### src/rtl/i2c_sensor_poller.sv
// Sensor polling sequencer: runs an init write table once, then reads N_CH
// 16-bit channels every PERIOD cycles over a byte-level I2C engine.
module i2c_sensor_poller #(
    parameter int N_CH = 6,
    parameter int N_INIT = 2,
    parameter logic [N_INIT*24-1:0] INIT_TABLE = {8'h3C, 8'h02, 8'h00, 8'h32, 8'h20, 8'h37},
    parameter logic [N_CH*16-1:0] CH_TABLE = {16'h3C05, 16'h3C07, 16'h3C03, 16'h32AC, 16'h32AA, 16'h32A8},
    parameter logic [N_CH-1:0] CH_BE = 6'b111000,
    parameter int PERIOD = 100000,
    parameter int MAX_RETRY = 3
) (
    input  logic               clk,
    input  logic               rst,
    input  logic               enable,
    output logic               txn_valid,
    input  logic               txn_ready,
    output logic               txn_rw,
    output logic [7:0]         txn_slave,
    output logic [7:0]         txn_reg,
    output logic [7:0]         txn_wdata,
    input  logic               rd_valid,
    input  logic [7:0]         rd_data,
    input  logic               txn_done,
    input  logic               txn_nack,
    output logic [N_CH*16-1:0] ch_data,
    output logic               sample_valid,
    output logic [15:0]        sample_count,
    output logic               busy,
    output logic               overrun,
    output logic               fault
);
    localparam int IW = $clog2((N_CH > N_INIT ? N_CH : N_INIT) + 1);
    localparam int RW = $clog2(MAX_RETRY + 2);
    localparam int PW = $clog2(PERIOD + 1);
    localparam logic [PW-1:0] PMAX = PW'(PERIOD - 1);

    typedef enum logic [2:0] {
        IDLE, INIT_REQ, INIT_WAIT, WAIT_PERIOD, RD_REQ, RD_WAIT, PUBLISH, FAULT
    } state_t;

    state_t              state, state_n;
    logic [IW-1:0]       idx, idx_n;
    logic [RW-1:0]       retry, retry_n;
    logic [PW-1:0]       pcnt;
    logic [1:0]          bcnt;
    logic [7:0]          b0, b1, b0e, b1e;
    logic [N_CH-1:0][15:0] shadow;
    logic [23:0]         init_ent;
    logic [15:0]         ch_ent, rd_val;
    logic                ch_be, accept, got2, rd_good, round_start;

    // Table lookups as explicit muxes so idx width never has to match the tables
    always_comb begin
        init_ent = '0;
        ch_ent = '0;
        ch_be = 1'b0;
        for (int i = 0; i < N_INIT; i++)
            if (idx == IW'(i)) init_ent = INIT_TABLE[24*i +: 24];
        for (int i = 0; i < N_CH; i++)
            if (idx == IW'(i)) begin
                ch_ent = CH_TABLE[16*i +: 16];
                ch_be = CH_BE[i];
            end
    end

    // A byte arriving with txn_done is counted before completion is judged
    always_comb begin
        b0e = (bcnt == 2'd0 && rd_valid) ? rd_data : b0;
        b1e = (bcnt == 2'd1 && rd_valid) ? rd_data : b1;
        got2 = (bcnt == 2'd2) || (bcnt == 2'd1 && rd_valid);
        rd_good = got2 && !txn_nack;
        rd_val = ch_be ? {b0e, b1e} : {b1e, b0e};
        accept = txn_valid && txn_ready;
    end

    always_comb begin
        state_n = state;
        idx_n = idx;
        retry_n = retry;
        case (state)
            IDLE: if (enable) begin
                state_n = INIT_REQ;
                idx_n = '0;
                retry_n = '0;
            end
            INIT_REQ: begin
                if (accept) state_n = INIT_WAIT;
                else if (!enable) state_n = IDLE;
            end
            INIT_WAIT: if (txn_done) begin
                if (!enable) state_n = IDLE;
                else if (!txn_nack) begin
                    retry_n = '0;
                    if (idx == IW'(N_INIT - 1)) begin
                        idx_n = '0;
                        state_n = RD_REQ;
                    end else begin
                        idx_n = idx + IW'(1);
                        state_n = INIT_REQ;
                    end
                end else if (retry == RW'(MAX_RETRY)) state_n = FAULT;
                else begin
                    retry_n = retry + RW'(1);
                    state_n = INIT_REQ;
                end
            end
            RD_REQ: begin
                if (accept) state_n = RD_WAIT;
                else if (!enable) state_n = IDLE;
            end
            RD_WAIT: if (txn_done) begin
                if (!enable) state_n = IDLE;
                else if (rd_good) begin
                    retry_n = '0;
                    if (idx == IW'(N_CH - 1)) begin
                        idx_n = '0;
                        state_n = PUBLISH;
                    end else begin
                        idx_n = idx + IW'(1);
                        state_n = RD_REQ;
                    end
                end else if (retry == RW'(MAX_RETRY)) state_n = FAULT;
                else begin
                    retry_n = retry + RW'(1);
                    state_n = RD_REQ;
                end
            end
            // A late round has saturated pcnt at PMAX, so it restarts at once
            PUBLISH: begin
                if (!enable) state_n = IDLE;
                else if (pcnt == PMAX) state_n = RD_REQ;
                else state_n = WAIT_PERIOD;
            end
            WAIT_PERIOD: begin
                if (!enable) state_n = IDLE;
                else if (pcnt == PMAX) state_n = RD_REQ;
            end
            FAULT: state_n = FAULT;
            default: state_n = IDLE;
        endcase
        round_start = (state_n == RD_REQ) &&
                      (state == INIT_WAIT || state == WAIT_PERIOD || state == PUBLISH);
    end

    always_ff @(posedge clk) begin
        if (rst) begin
            state <= IDLE;
            idx <= '0;
            retry <= '0;
            pcnt <= '0;
            bcnt <= '0;
            b0 <= '0;
            b1 <= '0;
            shadow <= '0;
            txn_valid <= 1'b0;
            txn_rw <= 1'b0;
            txn_slave <= '0;
            txn_reg <= '0;
            txn_wdata <= '0;
            ch_data <= '0;
            sample_valid <= 1'b0;
            sample_count <= '0;
            busy <= 1'b0;
            overrun <= 1'b0;
            fault <= 1'b0;
        end else begin
            state <= state_n;
            idx <= idx_n;
            retry <= retry_n;
            txn_valid <= (state == INIT_REQ && state_n == INIT_REQ) ||
                         (state == RD_REQ && state_n == RD_REQ);
            if (state == INIT_REQ) begin
                txn_rw <= 1'b0;
                {txn_slave, txn_reg, txn_wdata} <= init_ent;
            end else if (state == RD_REQ) begin
                txn_rw <= 1'b1;
                {txn_slave, txn_reg} <= ch_ent;
            end
            if (state == RD_REQ) bcnt <= '0;
            else if (state == RD_WAIT && rd_valid && bcnt != 2'd2) begin
                if (bcnt == 2'd0) b0 <= rd_data;
                else b1 <= rd_data;
                bcnt <= bcnt + 2'd1;
            end
            for (int i = 0; i < N_CH; i++)
                if (state == RD_WAIT && txn_done && rd_good && idx == IW'(i))
                    shadow[i] <= rd_val;
            sample_valid <= (state_n == PUBLISH);
            if (state_n == PUBLISH) begin
                sample_count <= sample_count + 16'd1;
                for (int i = 0; i < N_CH; i++)
                    ch_data[16*i +: 16] <= (idx == IW'(i)) ? rd_val : shadow[i];
            end
            if (round_start) pcnt <= '0;
            else if (pcnt != PMAX) pcnt <= pcnt + PW'(1);
            overrun <= overrun | ((state == RD_REQ || state == RD_WAIT) && pcnt == PMAX);
            busy <= (state_n != IDLE);
            fault <= fault | (state_n == FAULT);
        end
    end
endmodule

### config.mk
export PLATFORM = sky130hd
export DESIGN_NAME = i2c_sensor_poller
export DESIGN_NICKNAME = d
export VERILOG_FILES = /design/src/rtl/i2c_sensor_poller.sv
export SDC_FILE = /design/constraint.sdc
export NUM_CORES = 1
export LEC_CHECK = 0
export ABC_AREA = 1
export BUFFER_PORTS_ARGS = -buffer_cell sky130_fd_sc_hd__buf_2
export CORE_MARGIN = 3
export CORE_UTILIZATION = 40
export CTS_CLUSTER_DIAMETER = 50
export DETAILED_ROUTE_END_ITERATION = 10
export PLACE_DENSITY = 0.7
export REMOVE_ABC_BUFFERS = 1
export SYNTH_ARGS = -nofsm -noshare
export SYNTH_HDL_FRONTEND = slang
export SYNTH_SLANG_ARGS = --single-unit
### constraint.sdc
create_clock -name clk -period 3.4 [get_ports clk]
set_input_delay 0.17 -clock clk [delete_from_list [all_inputs] [get_ports clk]]
set_output_delay 0.17 -clock clk [all_outputs]
set_load 0.02 [all_outputs]
Word level (Yosys, flattened, before mapping):

Cells that the tools add are included.
Widths: inputs -> output; s select.

* flip-flop bits (word level): 282
* input port bits: 15

* add/subtract/negate cells: 5
* equality and inequality tests: 29
* multiplexer cells: 61
* bitwise gates (word level): 4
* reductions and logical operators: 37

Operators with widths (number)
* $mux 16: 12
* $mux 3: 32
* $mux 8: 6
* $eq 3x3->1 const B: 9
* $mux 24: 1
* $pmux 3 s8: 1
* $mux 22: 1
* $logic_and 1x1->1: 18
* $pmux 3 s3: 2
* $add 17x1->17 const B: 1
* $eq 17x17->1 const B: 1
* $ne 17x17->1 const B: 1
* $add 16x1->16 const B: 1
* $ne 2x2->1 const B: 8
* $eq 3x2->1 const B: 5
* $mux 14: 1
* $eq 3x1->1 const B: 3
* $reduce_and 8->1: 1
* $add 3x1->3 const B: 2
* $logic_not 3->1: 2
* $reduce_and 3->1: 2
* $reduce_and 6->1: 1
* $reduce_bool 3->1: 2
* $reduce_or 2->1: 3
* other kinds (11): 20

Logic depth before layout (Yosys ltp):

Gate-level depths: netlist (run 1).

* depth in word-level cells: 11
* gate-level depth with buffers: 16
* mapped depth without buffers: 14

Worst setup path before layout (run 1):

No wires, ideal clock.

* path kind: register to register
* from: register idx[0]
* to: register ch_data[14]
* setup time: 0.064 ns
* arrival time: 2.000 ns
* required time: 3.336 ns
* setup slack: 1.337 ns
* cell stages (with the launch flop): 14
* period minus slack after synthesis: 2.063 ns
* cell sequence: dfxtp_1 > buf_2 > nand2_1 > inv_1 > ha_1 > a21oi_2 > clkinv_1 > buf_2 > nand2_1 > nand2_1 > buf_2 > o21ai_0 > nor2_1 > nor2_1

* longest elaborated chain between the ends: 7
* elaborated cells on any way between the ends: 20

Ends and longest elaborated chain
* start, declared: line 42 `logic [IW-1:0] idx, idx_n;`
* start signal, assigned: line 168 `idx <= idx_n;`
* $eq 3x1->1 / $eq 3x3->1 (equally long branches): line 94, 60, 115
* $mux 3 / $mux 2 (equally long branches): line 94, 115
* $mux 3 (on tied branches): line 92, 113
* $mux 3 (on tied branches): line 91, 112
* $mux 3 (on tied branches): line 90, 111
* $pmux 3 s8: line 80 `case (state)`
* $eq 3x3->1: line 189 `if (state_n == PUBLISH) begin`
* end signal, assigned by index: line 192 `ch_data[16*i +: 16] <= (idx == IW'(i)) ? rd_val : shadow[i];`
* end, declared: line 25 `output logic [N_CH*16-1:0] ch_data,`

Parallel ways exist; a longest one is shown, timed or not.
A chain may end at the register's enable or synchronous reset.

Worst setup path in the final report (run 1):

* from: register idx[2]
* to: register ch_data[4]

Same word-level chain as after synthesis.

==> results of run 1 <==
-- layout make-up --
cell class              count  area (µm²)
clock buffers              45       953.4
multi-input cells        1229        5742
flip-flops and latches    266        5325
well taps                 390       488.0
fillers                  3007       15700
inverters                 150       564.3
clock inverters            14       138.9
repair buffers            173       963.4
-- cells in the mapped netlist (2+ instances only) --
cell                         n
sky130_fd_sc_hd__xor2_1     20
sky130_fd_sc_hd__nor2_4      2
sky130_fd_sc_hd__nor4_1      2
sky130_fd_sc_hd__nand4_1    22
sky130_fd_sc_hd__nor2_1    408
sky130_fd_sc_hd__buf_4      21
sky130_fd_sc_hd__clkbuf_1   74
sky130_fd_sc_hd__a21oi_1    39
sky130_fd_sc_hd__buf_1       3
sky130_fd_sc_hd__nand2_2     5
sky130_fd_sc_hd__nand3_2     6
sky130_fd_sc_hd__ha_1        7
sky130_fd_sc_hd__mux2i_1    16
sky130_fd_sc_hd__inv_1     146
sky130_fd_sc_hd__buf_2      23
sky130_fd_sc_hd__nor3_1     15
sky130_fd_sc_hd__o21ai_0   114
sky130_fd_sc_hd__nor2_2      2
sky130_fd_sc_hd__dfxtp_1   266
sky130_fd_sc_hd__nand2_1   413
sky130_fd_sc_hd__a31oi_1     4
sky130_fd_sc_hd__a211oi_1   98
sky130_fd_sc_hd__inv_2       3
sky130_fd_sc_hd__xnor2_1    11
sky130_fd_sc_hd__buf_6       6
sky130_fd_sc_hd__nand3_1    31
-- power by group through the flow --
stage | Sequential, mW | Combinational (mW) | Clock [mW]
floorplan | 3.22 | 0.141 | 0
global placement | 3.21 | 0.267 | 0
detailed placement | 3.21 | 0.271 | 0
CTS | 3.14 | 0.280 | 3.53
global route | 3.14 | 0.310 | 3.67
finish | 3.14 | 0.280 | 3.46
-- kinds of logic after synthesis --
logic type      synth area share [%]
buf+inv                        9.765
compound gates                 12.90
other cells                  0.03071
fa+ha+maj                     0.7173
flops                          43.61
mux                            1.312
xor+xnor                       2.224
simple gates                   29.44
-- metal layers --
| layer | wire length [µm] | share of wire (%) | global-route usage (%) | vias to the layer above |
|---|---|---|---|---|
| li1 | - | - | - | 5751 |
| met1 | 14610 | 47 | 24.34 | 4988 |
| met2 | 13850 | 45 | 30.20 | 263 |
| met3 | 1746 | 5.6 | 3.523 | 50 |
| met4 | 791 | 2.6 | 6.171 | 0 |
| met5 | 0 | 0 | 0 | - |
-- worst max path at each step --
stage | startpoint | endpoint | cells after the start | slack (ps)
final | idx[2] | ch_data[4] | 10 | 700
after global placement | state[1] | sample_count[2] | 9 | 800
after detailed placement | bcnt[1] | sample_count[7] | 11 | 710
after global routing | idx[0] | ch_data[4] | 11 | 390
after CTS | bcnt[1] | sample_count[7] | 11 | 700
after floorplan | bcnt[1] | ch_data[0] | 12 | -450
-- metrics by stage --
step / total power [mW] / cells / instance area, µm² / util, %
after floorplan: 3.359 / 1645 / 11610 / -
after global placement: 3.475 / 2200 / 13000 / 43.52
after CTS: 6.951 / 2267 / 14170 / 47.45
final: 6.885 / 2267 / 14170 / 47.45
after detailed placement: 3.479 / 2200 / 13000 / 43.52
after global routing: 7.123 / 2267 / 14170 / 47.45
-- repair_timing --
action | CTS | global route
hold buffers | 8 | 0
endpoints found under the hold margin | 16 | 0
buffers inserted | 0 | 0
endpoints found under the setup margin | 0 | 0
==> impl_metrics.prom, run 1 <==
# TYPE chip_impl_metric gauge
chip_impl_info{name="status",value="complete, no violations"} 1
chip_impl_info{name="holdCritStartpoint",value="rst"} 1
chip_impl_metric{name="synth_edf_count",unit=""} 0
chip_impl_metric{name="die_h",unit="µm"} 180.7
chip_impl_metric{name="hold_slack",unit="ps"} 18.54
chip_impl_info{name="cpMaxStageDelayCell",value="sky130_fd_sc_hd__clkinv_1"} 1
chip_impl_metric{name="areaGrowthSynthToFinish",unit="%"} 16.09
chip_impl_metric{name="cts_made_buffers",unit=""} 34
chip_impl_info{name="worstSetupStartpointType",value="flip-flop"} 1
chip_impl_info{name="timing.hold.worst_endpoint",value="sample_valid"} 1
chip_impl_metric{name="slew-limit-headroom",unit="%"} 25.03
chip_impl_metric{name="path_buf_inv",unit=""} 3
chip_impl_metric{name="detail_route.wl_per_cell",unit="µm"} 13.67
chip_impl_metric{name="max_freq",unit="MHz"} 370.0
chip_impl_metric{name="syn_avg_cell_area",unit="µm²"} 6.918
chip_impl_metric{name="grt_first_pass_wirelength",unit="mm"} 51.01
chip_impl_metric{name="worst_hold_path.num_cells",unit=""} 2
chip_impl_metric{name="worst_reg_to_reg_cells",unit=""} 10
chip_impl_metric{name="detailedRoute.firstIterationViolations",unit=""} 859
chip_impl_metric{name="initial_core_util",unit="%"} 40.87
chip_impl_metric{name="power.combinational.fraction",unit="%"} 4.1
chip_impl_metric{name="track_usage",unit="%"} 18.38
chip_impl_metric{name="power_frac_clock",unit="%"} 50.3
chip_impl_metric{name="first_global_vias",unit=""} 10190
chip_impl_metric{name="grt_remaining_overflow",unit=""} 0
chip_impl_metric{name="chipWidth",unit="µm"} 180.7
chip_impl_metric{name="max_slew.worst_pin.slew",unit="ps"} 1123
chip_impl_info{name="commonest_non_fill_non_tap_cells_in_the_layout",value="sky130_fd_sc_hd__nand2_1, sky130_fd_sc_hd__nor2_1, sky130_fd_sc_hd__dfxtp_1"} 1
chip_impl_metric{name="clk_pin_slew_worst_paths",unit="ps"} 50
chip_impl_info{name="top_regs",value="ch_data (96), shadow (96), pcnt (17)"} 1
chip_impl_metric{name="antenna_cells",unit=""} 0
chip_impl_metric{name="ir_drop",unit="µV"} 260.7
chip_impl_info{name="top_cell_type_by_total_area_after_synthesis",value="sky130_fd_sc_hd__dfxtp_1"} 1
chip_impl_metric{name="synthCells",unit=""} 1765
chip_impl_metric{name="cp_slowest_stage_delay",unit="ps"} 420
chip_impl_metric{name="report.final.hold_viol_count",unit=""} 0
chip_impl_info{name="cells_along_the_critical_path",value="inv_1 -> ha_1 -> a21oi_2 -> buf_4 -> clkinv_1 -> nand2_1 -> nand2_1 -> o21ai_0 -> nor2_1 -> nor2_1"} 1
chip_impl_metric{name="insertion_delay",unit="ps"} 520
chip_impl_metric{name="cell_internal_pwr",unit="mW"} 5.269
chip_impl_metric{name="synth.distinct_cells",unit=""} 34
chip_impl_metric{name="route.final.wire_length",unit="mm"} 31.00
chip_impl_metric{name="std_cell_rows",unit=""} 63
chip_impl_metric{name="maxSlewViolCount",unit=""} 0
chip_impl_metric{name="setup_tns",unit="ps"} 0
chip_impl_metric{name="vias",unit=""} 11050
chip_impl_metric{name="cp.arrival",unit="ps"} 3140
chip_impl_metric{name="post-route-drc-count",unit=""} 0
chip_impl_metric{name="dp_worst_setup_slack",unit="ps"} 712.6
chip_impl_metric{name="antenna_found_initial",unit=""} 0
chip_impl_metric{name="pin_count",unit=""} 157
chip_impl_info{name="cts_tree",value="built"} 1
chip_impl_metric{name="core_region_area",unit="µm²"} 29870
chip_impl_metric{name="post_synth_instance_area",unit="µm²"} 12210
chip_impl_metric{name="worst_slack",unit="ps"} 697.3
chip_impl_metric{name="synth-seq-area-share",unit="%"} 43.61
chip_impl_info{name="hold_class",value="in2reg"} 1
chip_impl_metric{name="dr.pass1.iters",unit=""} 5
chip_impl_metric{name="setup_viol",unit=""} 0
chip_impl_metric{name="hpwlAfterDp",unit="mm"} 20.42
chip_impl_metric{name="final_layout_size_suffix_gt1_share",unit="%"} 13.11
chip_impl_metric{name="die_footprint",unit="µm²"} 32660
chip_impl_metric{name="skew",unit="ps"} 22.34
chip_impl_info{name="rr_startpoint",value="idx[2]"} 1
chip_impl_metric{name="ys_warn_count",unit=""} 0
chip_impl_metric{name="via_per_inst",unit=""} 4.875
chip_impl_info{name="regToRegEndpoint",value="ch_data[4]"} 1
chip_impl_metric{name="gp_routability_congestion",unit=""} 0.8401
chip_impl_metric{name="power.share.sequential",unit="%"} 45.6
chip_impl_metric{name="buffer_ports.inserted",unit=""} 148
chip_impl_metric{name="timing.reg2reg.setup_slack",unit="ps"} 700
chip_impl_metric{name="ant_nets",unit=""} 0
chip_impl_metric{name="grt_start_max_net_pins",unit=""} 117
chip_impl_metric{name="cts-htree-levels",unit=""} 2
chip_impl_metric{name="ys_ff_latch",unit=""} 266
chip_impl_info{name="setup.worst_path.end_class",value="flip-flop"} 1
chip_impl_info{name="worstSetupPathType",value="reg2reg"} 1
chip_impl_metric{name="post-route-min-period",unit="ps"} 2703
chip_impl_info{name="layout_commonest_cell",value="sky130_fd_sc_hd__nand2_1"} 1
chip_impl_metric{name="cts.sinks",unit=""} 266
chip_impl_info{name="grt_setup_unrepaired",value="false"} 1
chip_impl_metric{name="critPathRequiredTime",unit="ps"} 3840
chip_impl_metric{name="synth_top_area_share",unit="%"} 43.61
chip_impl_metric{name="final_net_count",unit=""} 1876
chip_impl_metric{name="ratio_of_total_power_to_cell_area",unit="nW/µm²"} 485.7
chip_impl_metric{name="crit_fanout",unit=""} 18
chip_impl_metric{name="number_of_buffers_on_the_longest_clock_path",unit=""} 3
chip_impl_metric{name="async_reset_ff_share",unit="%"} 0
chip_impl_info{name="timing.critical_path.max_delay_family",value="buffers and inverters"} 1
chip_impl_metric{name="post-route-period-util",unit="%"} 79.49
chip_impl_info{name="synthFlopType",value="sky130_fd_sc_hd__dfxtp_1"} 1
chip_impl_info{name="post_synth_main_area_contributors",value="sky130_fd_sc_hd__dfxtp_1, sky130_fd_sc_hd__nand2_1, sky130_fd_sc_hd__nor2_1"} 1
chip_impl_metric{name="netSwitchingFraction",unit="%"} 23.47
chip_impl_metric{name="cts_resized",unit=""} 0
chip_impl_metric{name="net-switching-power",unit="mW"} 1.616
chip_impl_info{name="root_buffer",value="sky130_fd_sc_hd__clkbuf_16"} 1
chip_impl_metric{name="power.static_leakage",unit="nW"} 6.602
chip_impl_metric{name="max_cap_viol_count",unit=""} 0
(Power assumes the default switching activity.)
==> run 2, diff against run 1 <==
- PLACE_DENSITY: 0.7 -> 0.72
- clock period: 3.4 -> 2.2 ns (I/O delays scaled with it)
==> run 2 against run 1 <==
Net effect: global-route usage up 0.41 points; combinational power up 84%; core utilization rose by 2.3 points; worst hold slack got worse by 0.91 ps; via count is 2.4% higher; highest routed layer is now met5.
==> impl_metrics.prom, run 2 (synthesized netlist as in run 1, its figures left out) <==
# TYPE chip_impl_metric gauge
chip_impl_metric{name="nFillCells",unit=""} 2919
chip_impl_info{name="worstSetupPathType",value="reg2reg"} 1
chip_impl_metric{name="grt_remaining_overflow",unit=""} 0
chip_impl_info{name="setup.worst_path.end_class",value="flip-flop"} 1
chip_impl_metric{name="clk_pin_slew_worst_paths",unit="ps"} 60
chip_impl_metric{name="max_cap_viol_count",unit=""} 0
chip_impl_metric{name="route.final.wire_length",unit="mm"} 31.48
chip_impl_metric{name="layoutNonFillerInstCount",unit=""} 2318
chip_impl_metric{name="crit_fanout",unit=""} 16
chip_impl_metric{name="final_net_count",unit=""} 1925
chip_impl_metric{name="power.static_leakage",unit="nW"} 6.927
chip_impl_metric{name="post-route-min-period",unit="ps"} 2062
chip_impl_metric{name="critPathRequiredTime",unit="ps"} 2590
chip_impl_metric{name="cts-htree-levels",unit=""} 1
chip_impl_metric{name="cts_made_buffers",unit=""} 31
chip_impl_metric{name="cts.sinks",unit=""} 266
chip_impl_info{name="timing.hold.worst_endpoint",value="ch_data[70]"} 1
chip_impl_metric{name="placement.cell_area",unit="µm²"} 13620
chip_impl_metric{name="antenna_found_initial",unit=""} 1
chip_impl_metric{name="die_h",unit="µm"} 180.7
chip_impl_info{name="hold_class",value="in2reg"} 1
chip_impl_info{name="commonest_non_fill_non_tap_cells_in_the_layout",value="sky130_fd_sc_hd__nand2_1, sky130_fd_sc_hd__nor2_1, sky130_fd_sc_hd__dfxtp_1"} 1
chip_impl_metric{name="maxSlewViolCount",unit=""} 0
chip_impl_info{name="root_buffer",value="sky130_fd_sc_hd__clkbuf_16"} 1
chip_impl_metric{name="dp.cells",unit=""} 2249
chip_impl_metric{name="max_freq",unit="MHz"} 485.0
chip_impl_metric{name="insertion_delay",unit="ps"} 540
chip_impl_metric{name="post-route-drc-count",unit=""} 0
chip_impl_metric{name="gp_routability_congestion",unit=""} 0.8478
chip_impl_metric{name="cp.arrival",unit="ps"} 2450
chip_impl_metric{name="number_of_buffers_on_the_longest_clock_path",unit=""} 3
chip_impl_metric{name="final_core_utilization",unit="%"} 49.74
chip_impl_metric{name="first_global_vias",unit=""} 10620
chip_impl_metric{name="report.final.hold_viol_count",unit=""} 0
chip_impl_metric{name="std_cell_rows",unit=""} 63
chip_impl_metric{name="die_footprint",unit="µm²"} 32660
chip_impl_info{name="top_regs",value="ch_data (96), shadow (96), pcnt (17)"} 1
chip_impl_metric{name="track_usage",unit="%"} 18.79
chip_impl_metric{name="multi_input_area",unit="µm²"} 5804
chip_impl_metric{name="ant_nets",unit=""} 0
chip_impl_metric{name="ir_drop",unit="µV"} 540.6
chip_impl_metric{name="final_layout_size_suffix_gt1_share",unit="%"} 16.55
chip_impl_metric{name="areaGrowthSynthToFinish",unit="%"} 21.70
chip_impl_metric{name="grt_first_pass_wirelength",unit="mm"} 52.51
chip_impl_metric{name="via_per_inst",unit=""} 4.881
chip_impl_metric{name="worst_reg_to_reg_cells",unit=""} 15
chip_impl_metric{name="max_slew.worst_pin.slew",unit="ps"} 637.3
chip_impl_metric{name="dr.pass1.iters",unit=""} 5
chip_impl_info{name="cts_tree",value="built"} 1
chip_impl_metric{name="ratio_of_total_power_to_cell_area",unit="nW/µm²"} 702.8
chip_impl_metric{name="grt_start_max_net_pins",unit=""} 126
chip_impl_metric{name="post-route-cell-area",unit="µm²"} 14860
chip_impl_metric{name="hpwlAfterDp",unit="mm"} 21.10
chip_impl_metric{name="worst_hold_path.num_cells",unit=""} 4
chip_impl_info{name="holdCritStartpoint",value="rst"} 1
chip_impl_metric{name="post-route-period-util",unit="%"} 93.73
chip_impl_metric{name="pin_count",unit=""} 157
chip_impl_metric{name="slew-limit-headroom",unit="%"} 57.51
chip_impl_metric{name="skew",unit="ps"} 21.46
chip_impl_metric{name="vias",unit=""} 11310
chip_impl_metric{name="detail_route.wl_per_cell",unit="µm"} 13.58
chip_impl_info{name="worstSetupStartpointType",value="flip-flop"} 1
chip_impl_info{name="layout_commonest_cell",value="sky130_fd_sc_hd__nand2_1"} 1
chip_impl_metric{name="timing.reg2reg.setup_slack",unit="ps"} 140
chip_impl_metric{name="setup_viol",unit=""} 0
chip_impl_metric{name="core_region_area",unit="µm²"} 29870
chip_impl_metric{name="power",unit="mW"} 10.44
chip_impl_info{name="status",value="complete, no violations"} 1
chip_impl_metric{name="chipWidth",unit="µm"} 180.7
chip_impl_info{name="regToRegEndpoint",value="sample_count[4]"} 1
chip_impl_metric{name="initial_core_util",unit="%"} 40.87
chip_impl_metric{name="antenna_cells",unit=""} 0
chip_impl_metric{name="buffer_ports.inserted",unit=""} 148
chip_impl_metric{name="detailedRoute.firstIterationViolations",unit=""} 854
chip_impl_metric{name="layout.area.seq",unit="µm²"} 5326
chip_impl_info{name="rr_startpoint",value="bcnt[0]"} 1
## run 2: how the worst max path moves through the flow
stage	start	to	cells after the start	slack [ps]
after detailed placement	bcnt[0]	sample_count[3]	15	90
after floorplan	bcnt[1]	ch_data[0]	12	-1650
final	bcnt[0]	sample_count[4]	15	140
after CTS	bcnt[0]	sample_count[3]	15	70
after global routing	bcnt[0]	sample_count[11]	15	-20
after global placement	bcnt[0]	sample_count[3]	15	130
## run 2: report_power, final
| part | switching (mW) | internal (mW) | total, mW |
|---|---|---|---|
| combinational | 0.353 | 0.162 | 0.515 |
| sequential | 0.0135 | 4.84 | 4.85 |
| clock | 2.07 | 3.01 | 5.08 |
## run 2: through the flow
step	setup WS, ps	hold slack [ps]	setup TNS, ps
after CTS	71.09	13.60	0
after floorplan	-1646	179.1	-169120
after detailed placement	85.20	392.7	0
after global placement	131.9	380.0	0
after global routing	-18.70	30.64	-156.1
final	138.0	17.63	0
## run 2: layer usage
metal | global-route usage (%) | wire length (µm) | vias to the layer above
met4 | 5.127 | 674 | 2
met2 | 31.70 | 14770 | 256
met1 | 24.94 | 14300 | 5138
li1 | - | - | 5866
met3 | 3.161 | 1711 | 52
met5 | 0 | 13 | -
## run 2: final cells by class
type | instances | area share [%]
clock inverter | 19 | 1.212
tap | 390 | 3.284
timing repair buffer | 225 | 11.04
sequential | 266 | 35.84
inverter | 150 | 3.806
multi-input combinational | 1229 | 39.06
clock buffer | 39 | 5.759
## run 2: critical path: stages, from the launching register on
cell,delay (ps)
sky130_fd_sc_hd__dfxtp_1,340
sky130_fd_sc_hd__inv_1,90
sky130_fd_sc_hd__ha_1,200
sky130_fd_sc_hd__inv_1,60
sky130_fd_sc_hd__nand2_1,80
sky130_fd_sc_hd__nand3_1,90
sky130_fd_sc_hd__o21ai_0,90
sky130_fd_sc_hd__nand2_1,70
sky130_fd_sc_hd__nand2_1,60
sky130_fd_sc_hd__nand3_2,100
sky130_fd_sc_hd__buf_4,140
sky130_fd_sc_hd__buf_8,150
sky130_fd_sc_hd__nand3_2,110
sky130_fd_sc_hd__clkbuf_4,200
sky130_fd_sc_hd__nand2_1,70
sky130_fd_sc_hd__a21oi_1,50
## run 2: repair_timing
action,CTS,global route
setup endpoints to repair,0,95
hold buffers,8,0
hold endpoints to repair,16,0
buffers inserted,0,1
resized for setup,0,26
